<file path="config.mk">
export PLATFORM = sky130hd
export DESIGN_NAME = hazard_ctrl
export DESIGN_NICKNAME = d
export VERILOG_FILES = /design/src/rtl/hazard_ctrl.sv
export SDC_FILE = /design/constraint.sdc
export NUM_CORES = 1
export LEC_CHECK = 0
export ABC_AREA = 1
export CAP_MARGIN = 20
export CORE_MARGIN = 2
export CORE_UTILIZATION = 63
export DETAILED_ROUTE_END_ITERATION = 10
export DONT_BUFFER_PORTS = 1
export PLACE_DENSITY = 0.79
export SLEW_MARGIN = 20
export SYNTH_ARGS = -nofsm -noshare
export SYNTH_HDL_FRONTEND = slang
export SYNTH_SLANG_ARGS = --single-unit
</file>
<file path="constraint.sdc">
create_clock -name clk -period 1.5 [get_ports clk]
set_input_delay 0.075 -clock clk [delete_from_list [all_inputs] [get_ports clk]]
set_output_delay 0.075 -clock clk [all_outputs]
set_load 0.01 [all_outputs]
</file>
<file path="src/rtl/hazard_ctrl.sv">
// hazard_ctrl: pipeline control for the 5-stage core (IF, ID, EX, MEM, WB).
// Drives the enable/flush pair of every inter-stage register plus the PC
// enable. Resolves data-memory wait states, multicycle EX ops, branch/jump
// redirects and load-use hazards, and holds bubbles for one cycle after reset.
//
// Optional feature macro: HAZARD_PERF_CNT_EN
//   defined   -> 32-bit stall/redirect performance counters are built
//   undefined -> stall_cnt and redir_cnt are tied to zero, no counter flops
module hazard_ctrl #(
  parameter int REG_W  = 5,
  parameter int MC_LAT = 4
) (
  input  logic             clk,
  input  logic             rst_n,
  input  logic [REG_W-1:0] id_rs1,
  input  logic [REG_W-1:0] id_rs2,
  input  logic             id_use_rs1,
  input  logic             id_use_rs2,
  input  logic [REG_W-1:0] ex_rd,
  input  logic             ex_is_load,
  input  logic             ex_redirect,
  input  logic             ex_mc_start,
  input  logic             mem_busy,
  output logic             pc_en,
  output logic             if_id_en,
  output logic             id_ex_en,
  output logic             ex_mem_en,
  output logic             mem_wb_en,
  output logic             if_id_flush,
  output logic             id_ex_flush,
  output logic             ex_mem_flush,
  output logic             mem_wb_flush,
  output logic             mc_done,
  output logic [31:0]      stall_cnt,
  output logic [31:0]      redir_cnt
);

  localparam int CNT_W = (MC_LAT > 2) ? $clog2(MC_LAT) : 1;
  // Number of MC_WAIT cycles that follow the start cycle.
  localparam logic [CNT_W-1:0] MC_LOAD = CNT_W'(MC_LAT - 2);

  typedef enum logic [1:0] {
    S_INIT    = 2'd0,
    S_RUN     = 2'd1,
    S_MC_WAIT = 2'd2
  } state_t;

  state_t           r_state;
  logic [CNT_W-1:0] r_cnt;
  logic             r_mc_done;

  logic w_load_use;
  logic w_mc_start;
  logic w_mc_hold;

  // Load in EX whose destination feeds a source the ID instruction reads.
  // x0 is hardwired to zero, so a load targeting it never creates a hazard.
  assign w_load_use = ex_is_load && (ex_rd != '0) &&
                      ((id_use_rs1 && (ex_rd == id_rs1)) ||
                       (id_use_rs2 && (ex_rd == id_rs2)));

  // A multicycle op starts only in RUN; while mc_done is set the op that
  // just finished is leaving EX, so its still-asserted start is ignored.
  assign w_mc_start = (r_state == S_RUN) && ex_mc_start && !r_mc_done;
  assign w_mc_hold  = (r_state == S_MC_WAIT) || w_mc_start;

  assign mc_done = r_mc_done;

  // Enable/flush decode: fixed priority busy > multicycle > redirect > load-use.
  always_comb begin
    pc_en        = 1'b0;
    if_id_en     = 1'b0;
    id_ex_en     = 1'b0;
    ex_mem_en    = 1'b0;
    mem_wb_en    = 1'b0;
    if_id_flush  = 1'b0;
    id_ex_flush  = 1'b0;
    ex_mem_flush = 1'b0;
    mem_wb_flush = 1'b0;
    if (r_state == S_INIT) begin
      // Fill every stage with bubbles while nothing advances.
      if_id_flush  = 1'b1;
      id_ex_flush  = 1'b1;
      ex_mem_flush = 1'b1;
      mem_wb_flush = 1'b1;
    end else if (mem_busy) begin
      // Whole pipeline frozen; EX requests persist and are served afterwards.
      pc_en = 1'b0;
    end else if (w_mc_hold) begin
      // IF/ID/EX frozen on the multicycle op; MEM receives bubbles, WB drains.
      ex_mem_en    = 1'b1;
      ex_mem_flush = 1'b1;
      mem_wb_en    = 1'b1;
    end else if (ex_redirect) begin
      // Squash the two younger instructions; load-use is moot for them.
      pc_en       = 1'b1;
      if_id_en    = 1'b1;
      id_ex_en    = 1'b1;
      ex_mem_en   = 1'b1;
      mem_wb_en   = 1'b1;
      if_id_flush = 1'b1;
      id_ex_flush = 1'b1;
    end else if (w_load_use) begin
      // Hold IF and ID one cycle and insert a single bubble into EX.
      id_ex_en    = 1'b1;
      id_ex_flush = 1'b1;
      ex_mem_en   = 1'b1;
      mem_wb_en   = 1'b1;
    end else begin
      pc_en     = 1'b1;
      if_id_en  = 1'b1;
      id_ex_en  = 1'b1;
      ex_mem_en = 1'b1;
      mem_wb_en = 1'b1;
    end
  end

  // Control FSM. In MC_WAIT, r_cnt holds the number of wait cycles still to
  // run including the current one, so the op occupies EX for exactly MC_LAT
  // cycles: start, MC_LAT-2 waits, then the mc_done cycle.
  always_ff @(posedge clk or negedge rst_n) begin
    if (!rst_n) begin
      r_state   <= S_INIT;
      r_cnt     <= '0;
      r_mc_done <= 1'b0;
    end else begin
      case (r_state)
        S_INIT: begin
          r_state <= S_RUN;
        end
        S_RUN: begin
          if (!mem_busy) begin
            r_mc_done <= 1'b0;
            if (w_mc_start) begin
              if (MC_LAT <= 2) begin
                // No wait cycles: the next cycle is already the final one.
                r_mc_done <= 1'b1;
              end else begin
                r_state <= S_MC_WAIT;
                r_cnt   <= MC_LOAD;
              end
            end
          end
        end
        S_MC_WAIT: begin
          if (!mem_busy) begin
            if (r_cnt <= CNT_W'(1)) begin
              r_state   <= S_RUN;
              r_cnt     <= '0;
              r_mc_done <= 1'b1;
            end else begin
              r_cnt <= r_cnt - CNT_W'(1);
            end
          end
        end
        default: begin
          r_state <= S_INIT;
        end
      endcase
    end
  end

`ifdef HAZARD_PERF_CNT_EN
  logic [31:0] r_stall_cnt;
  logic [31:0] r_redir_cnt;
  logic        w_active;
  logic        w_redir_take;

  assign w_active     = (r_state != S_INIT);
  // Redirect counts only when it actually wins the priority decode.
  assign w_redir_take = w_active && !mem_busy && !w_mc_hold && ex_redirect;

  // Performance counters: stalled fetch cycles and honored redirects; wrap freely.
  always_ff @(posedge clk or negedge rst_n) begin
    if (!rst_n) begin
      r_stall_cnt <= '0;
      r_redir_cnt <= '0;
    end else if (w_active) begin
      if (!pc_en) begin
        r_stall_cnt <= r_stall_cnt + 32'd1;
      end
      if (w_redir_take) begin
        r_redir_cnt <= r_redir_cnt + 32'd1;
      end
    end
  end

  assign stall_cnt = r_stall_cnt;
  assign redir_cnt = r_redir_cnt;
`else
  assign stall_cnt = '0;
  assign redir_cnt = '0;
`endif

endmodule
</file>
==> flow_metrics.env, run 1 <==
export IMPL_status="finished clean"
export IMPL_total_leakage_power_uw=0.000615
export IMPL_drtIter0Drc=7
export IMPL_ys_seq_elements=5
export IMPL_wirelength_mm=1.71
export IMPL_period_share_pct=98.2
export IMPL_path_clk_slew_ps=50
export IMPL_rsz0062_at_grt="true"
export IMPL_final_nets=198
export IMPL_yosysUniqueCellTypes=20
export IMPL_clock_path_buffers=2
export IMPL_drive_gt1_share_pct=14.4
export IMPL_grt_pass1_vias=702
export IMPL_viasPerCell=4.04
export IMPL_wl_per_cell_um=9.00
export IMPL_dpl_cell_area_um2=832
export IMPL_clock_sinks=5
export IMPL_drtPass1Iterations=4
export IMPL_clkLatencyLatePin_ps=240
export IMPL_h_tree_depth=1
export IMPL_grt_overflow=0
export IMPL_avgSynthCellArea_um2=6.34
export IMPL_critPathArrivalTime_ps=1400
export IMPL_cap_viol_max_count=0
export IMPL_cts_root_buf="clkbuf_4"
export IMPL_dieArea_um2=2050
export IMPL_hold_class="input pin to register"
export IMPL_fmax_mhz=679
export IMPL_ant_nets=0
export IMPL_port_buffers=0
export IMPL_track_usage_pct=17.4
export IMPL_rows=14
export IMPL_finalSetupViolCount=0
export IMPL_crit_path_end_kind="primary output"
export IMPL_power_density_nw_per_um2=1330
export IMPL_grt_max_degree=6
export IMPL_vdd_drop_max_mv=0.997
export IMPL_cp_max_fo=5
export IMPL_syn_area_um2=1070
export IMPL_tns_ps=0
export IMPL_dieHeight_um=45.2
export IMPL_finalInstanceArea_um2=916
export IMPL_hold_viol=0
export IMPL_place_congestion=0.730
export IMPL_ys_warn_count=0
export IMPL_pre_cts_ws_ps=187
export IMPL_power_uw=1220
export IMPL_path_class="register to primary output"
export IMPL_dp_cells=182
export IMPL_synthToLayoutAreaGrowth_pct=-14.5
export IMPL_core_area_um2=1540
export IMPL_worst_slack_ps=27.1
export IMPL_initial_core_util_pct=69.5
export IMPL_antenna_found_initial=0
export IMPL_cp_required_ps=1420
export IMPL_ys_seq_area_share_pct=11.7
export IMPL_cts_tree="done"
export IMPL_crit_path_start_kind="register"
export IMPL_fp_dieW_um=45.2
export IMPL_diodes=0
export IMPL_finalNonFillerCells=190
export IMPL_netlist_instances=169
export IMPL_io_pins=97
export IMPL_finClkSkew_ps=0.974
export IMPL_place_hpwl_mm=1.45
export IMPL_drc=0
export IMPL_grt_first_pass_wirelength_mm=2.61
export IMPL_cts_made_buffers=3
export IMPL_report_final_slew_viol_count=0
export IMPL_vias=768
export IMPL_min_period_ps=1470
==> through the flow <==
| stage | utilization [%] | hold slack, ps |
|---|---|---|
| floorplan | - | -221 |
| global placement | 54.0 | -220 |
| detailed placement | 54.0 | -220 |
| CTS | 57.8 | 14.4 |
| global route | 59.4 | 49.4 |
| finish | 59.4 | 16.7 |
==> final cells by class <==
cell class              count  area, um2
clock buffers               4       26.3
fillers                   145        626
inverters                  24       95.1
multi-input cells         137        616
flip-flops and latches      5        126
well taps                  16       20.0
repair buffers              4       32.5
==> placed cells by master, fill, tap and decap left out, drive strengths merged <==
cell	netlist	layout
conb	1	64
nand2	41	41
inv	23	23
nor2	16	16
nand3	5	5
dfrtp	5	5
clkbuf	0	4
a21oi	3	3
buf	66	3
o22ai	2	2
o21ai	2	2
nor3	2	2
clkinv	1	1
o211ai	1	1
xor2	1	1
dlygate4sd3	0	1
==> worst paths after layout <==
path	from	endpoint	slack [ps]	cells after the start
hold reg to reg	r_cnt[0]	r_cnt[0]	540	2
max in group asynchronous	rst_n	r_state[0]	1180	1
setup / recovery	r_state[1]	if_id_en	30	7
setup reg to reg	r_state[0]	r_state[0]	150	6
min in group asynchronous	rst_n	r_cnt[0]	120	1
hold / removal	mem_busy	mc_done	20	2
==> synthesized netlist by cell type (all sizes together) <==
| library cell | count | area (um2) |
|---|---|---|
| o21ai | 2 | 21.3 |
| xor2 | 1 | 8.76 |
| o211ai | 1 | 7.51 |
| conb | 1 | 3.75 |
| o22ai | 2 | 12.5 |
| nor3 | 2 | 20.0 |
| a21oi | 3 | 15.0 |
| buf | 66 | 495 |
| inv | 23 | 86.3 |
| nor2 | 16 | 75.1 |
| nand2 | 41 | 166 |
| nand3 | 5 | 25.0 |
| clkinv | 1 | 8.76 |
| dfrtp | 5 | 125 |
==> cells by family (layout without fill, tap and decap cells) <==
kind of cell	count (synthesis)	in the layout	share of synthesized area, %
DFF	5	5	11.7
AOI/OAI and AO/OA	8	8	5.26
xor gates and xnor gates	1	1	0.818
other	1	64	0.350
and+or+nand+nor	64	64	26.8
buffers and inverters	90	32	55.1
==> sequential cells by signal, summed over array words and instances (netlist names) <==
signal and count:
mc_done 1, r_cnt 2, r_state 2
==> where the power goes <==
part           switching (uW)  total [uW]  internal (uW)  leakage (uW)
clock network            54.2         155            101     0.0000150
registers                80.3         290            210     0.0000602
logic                     521         778            256      0.000540
total                     656        1220            566      0.000615
==> layer usage <==
layer  GRT usage, %  vias up  share of wire, %
met5              0        -                 0
met4           10.6        0              0.70
met3           5.60        2                11
met2           31.7       55                56
met1           16.5      329                32
li1               -      382                 -
==> critical path, stage by stage, from the launching register on <==
cell and delay (ps):
dfrtp_1 390, inv_2 100, nor2_4 60, clkinv_4 70
o21ai_4 70, nor3_4 250, nand2_1 100, inv_2 120
==> timing repair <==
action | CTS | global route
buffers inserted | 1 | 2
pin swaps | 2 | 3
gates resized for setup | 6 | 4
endpoints found under the setup margin | 3 | 3
endpoints found under the hold margin | 5 | 0
hold buffers | 1 | 0
No activity file was read; power rests on OpenSTA's default activity.
==> run 2: changes to the inputs <==
- CORE_UTILIZATION: 63 -> 45
- PLACE_DENSITY: 0.79 -> 0.6
==> run 2 against run 1 <==
Critical path depth fell by 1. Global-route usage shrank 6.3 points. Maximum frequency is 2.4% higher. Largest cell class unchanged. Die area is 36% higher. Sequential power is essentially flat. Worst setup slack gained 34 ps. Combinational power is 4.4% lower. Power shrank 3.1%. Cell area is 0.27% higher.
==> flow_metrics.env, run 2 (same netlist as run 1, synthesis figures left out) <==
export IMPL_grt_overflow=0
export IMPL_crit_path_end_kind="primary output"
export IMPL_report_final_slew_viol_count=0
export IMPL_finClkSkew_ps=2.47
export IMPL_hold_class="input pin to register"
export IMPL_fp_dieW_um=52.8
export IMPL_finalNonFillerCells=201
export IMPL_crit_path_start_kind="register"
export IMPL_rows=17
export IMPL_io_pins=97
export IMPL_met2WireLength_um=772
export IMPL_synthToLayoutAreaGrowth_pct=-14.3
export IMPL_drt_met1_wl_um=590
export IMPL_cap_viol_max_count=0
export IMPL_vdd_drop_max_mv=0.756
export IMPL_grt_max_degree=6
export IMPL_viasPerCell=3.70
export IMPL_cts_tree="done"
export IMPL_finalInstanceArea_um2=918
export IMPL_fillers=243
export IMPL_h_tree_depth=1
export IMPL_drc=0
export IMPL_wl_per_cell_um=7.99
export IMPL_rsz0062_at_grt="true"
export IMPL_place_congestion=0.682
export IMPL_cp_max_fo=5
export IMPL_final_cell_mix="conb_1, nand2_1, inv_1"
export IMPL_ant_nets=0
export IMPL_cts_made_buffers=3
export IMPL_dp_cells=195
export IMPL_fmax_mhz=695
export IMPL_grt_first_pass_wirelength_mm=2.29
export IMPL_path_clk_slew_ps=40
export IMPL_track_usage_pct=11.0
export IMPL_core_area_um2=2230
export IMPL_min_period_ps=1440
export IMPL_routed_top_layer="met4"
export IMPL_total_leakage_power_uw=0.000608
export IMPL_worstHoldPathCells=2
export IMPL_clock_path_buffers=2
export IMPL_critPathArrivalTime_ps=1360
export IMPL_status="finished clean"
export IMPL_dpl_cell_area_um2=855
export IMPL_path_class="register to primary output"
export IMPL_final_common_cell="conb_1"
export IMPL_antenna_found_initial=0
export IMPL_diodes=0
export IMPL_clkLatencyLatePin_ps=240
export IMPL_drive_gt1_share_pct=13.9
export IMPL_finalSetupViolCount=0
export IMPL_reg2reg_depth=7
export IMPL_initial_core_util_pct=48.0
export IMPL_dieArea_um2=2790
export IMPL_drtIter0Drc=5
export IMPL_final_nets=197
export IMPL_vias=743
export IMPL_dieHeight_um=52.8
export IMPL_cts_root_buf="clkbuf_4"
export IMPL_port_buffers=0
export IMPL_wirelength_mm=1.61
export IMPL_drtPass1Iterations=4
export IMPL_period_share_pct=95.9
export IMPL_clock_sinks=5
export IMPL_grt_pass1_vias=618
export IMPL_place_hpwl_mm=1.47
export IMPL_dr_wl_met3_um=239
export IMPL_power_density_nw_per_um2=1290
export IMPL_cp_required_ps=1420
export IMPL_hold_viol=0
run 2: changes by cell type in the layout (fill, tap and decap cells not counted), sizes merged:
cell  previous run  this run
buf              3         2
run 2: through the flow:
| stage | util, % | setup slack, ps | setup TNS (ps) | hold WS [ps] | total power [uW] |
|---|---|---|---|---|---|
| floorplan | - | 235 | 0 | -221 | 981 |
| global placement | 38.3 | 253 | 0 | -220 | 948 |
| detailed placement | 38.3 | 207 | 0 | -220 | 955 |
| CTS | 40.4 | -39.0 | -39.0 | 13.5 | 1150 |
| global route | 41.1 | -38.5 | -58.7 | 27.1 | 1310 |
| finish | 41.1 | 61.0 | 0 | 24.2 | 1180 |
run 2: worst paths after layout:
path                             from      endpoint  slack, ps
setup / recovery           r_state[0]  ex_mem_flush         60
setup reg to reg           r_state[0]      r_cnt[1]        220
min in group asynchronous       rst_n       mc_done        120
max in group asynchronous       rst_n    r_state[0]       1190
hold reg to reg              r_cnt[0]      r_cnt[0]        540
hold / removal               mem_busy       mc_done         20
run 2: power breakdown:
part	leakage [uW]	internal, uW	switching, uW
clock	0.0000150	100	51.0
sequential	0.0000602	210	79.5
combinational	0.000533	235	509
run 2: layout make-up:
| cell class | instances | area [um2] | share of cell area (%) |
|---|---|---|---|
| repair buffers | 3 | 25.0 | 2.72 |
| well taps | 28 | 35.0 | 3.81 |
| multi-input cells | 137 | 611 | 66.5 |
| inverters | 24 | 95.1 | 10.4 |
| flip-flops and latches | 5 | 126 | 13.8 |
| clock buffers | 4 | 26.3 | 2.86 |
run 2: critical path, cell delays in order (launching register included):
cell and delay (ps):
dfrtp_2 450, nor2_4 150, clkinv_4 90, o21ai_4 90, buf_4 150, nand2_4 60
nand2_1 130
run 2: layer usage:
layer	vias to the layer above	global-route usage, %
li1	380	-
met1	310	11.1
met2	51	20.0
met3	2	4.29
met4	0	4.27
met5	-	0
run 2: timing repair:
| item | CTS | global route |
|---|---|---|
| hold buffers | 1 | 0 |
| endpoints found under the hold margin | 5 | 0 |
| buffers inserted | 0 | 1 |
| gates resized for setup | 3 | 6 |
| pin swaps | 0 | 3 |
| endpoints found under the setup margin | 3 | 4 |
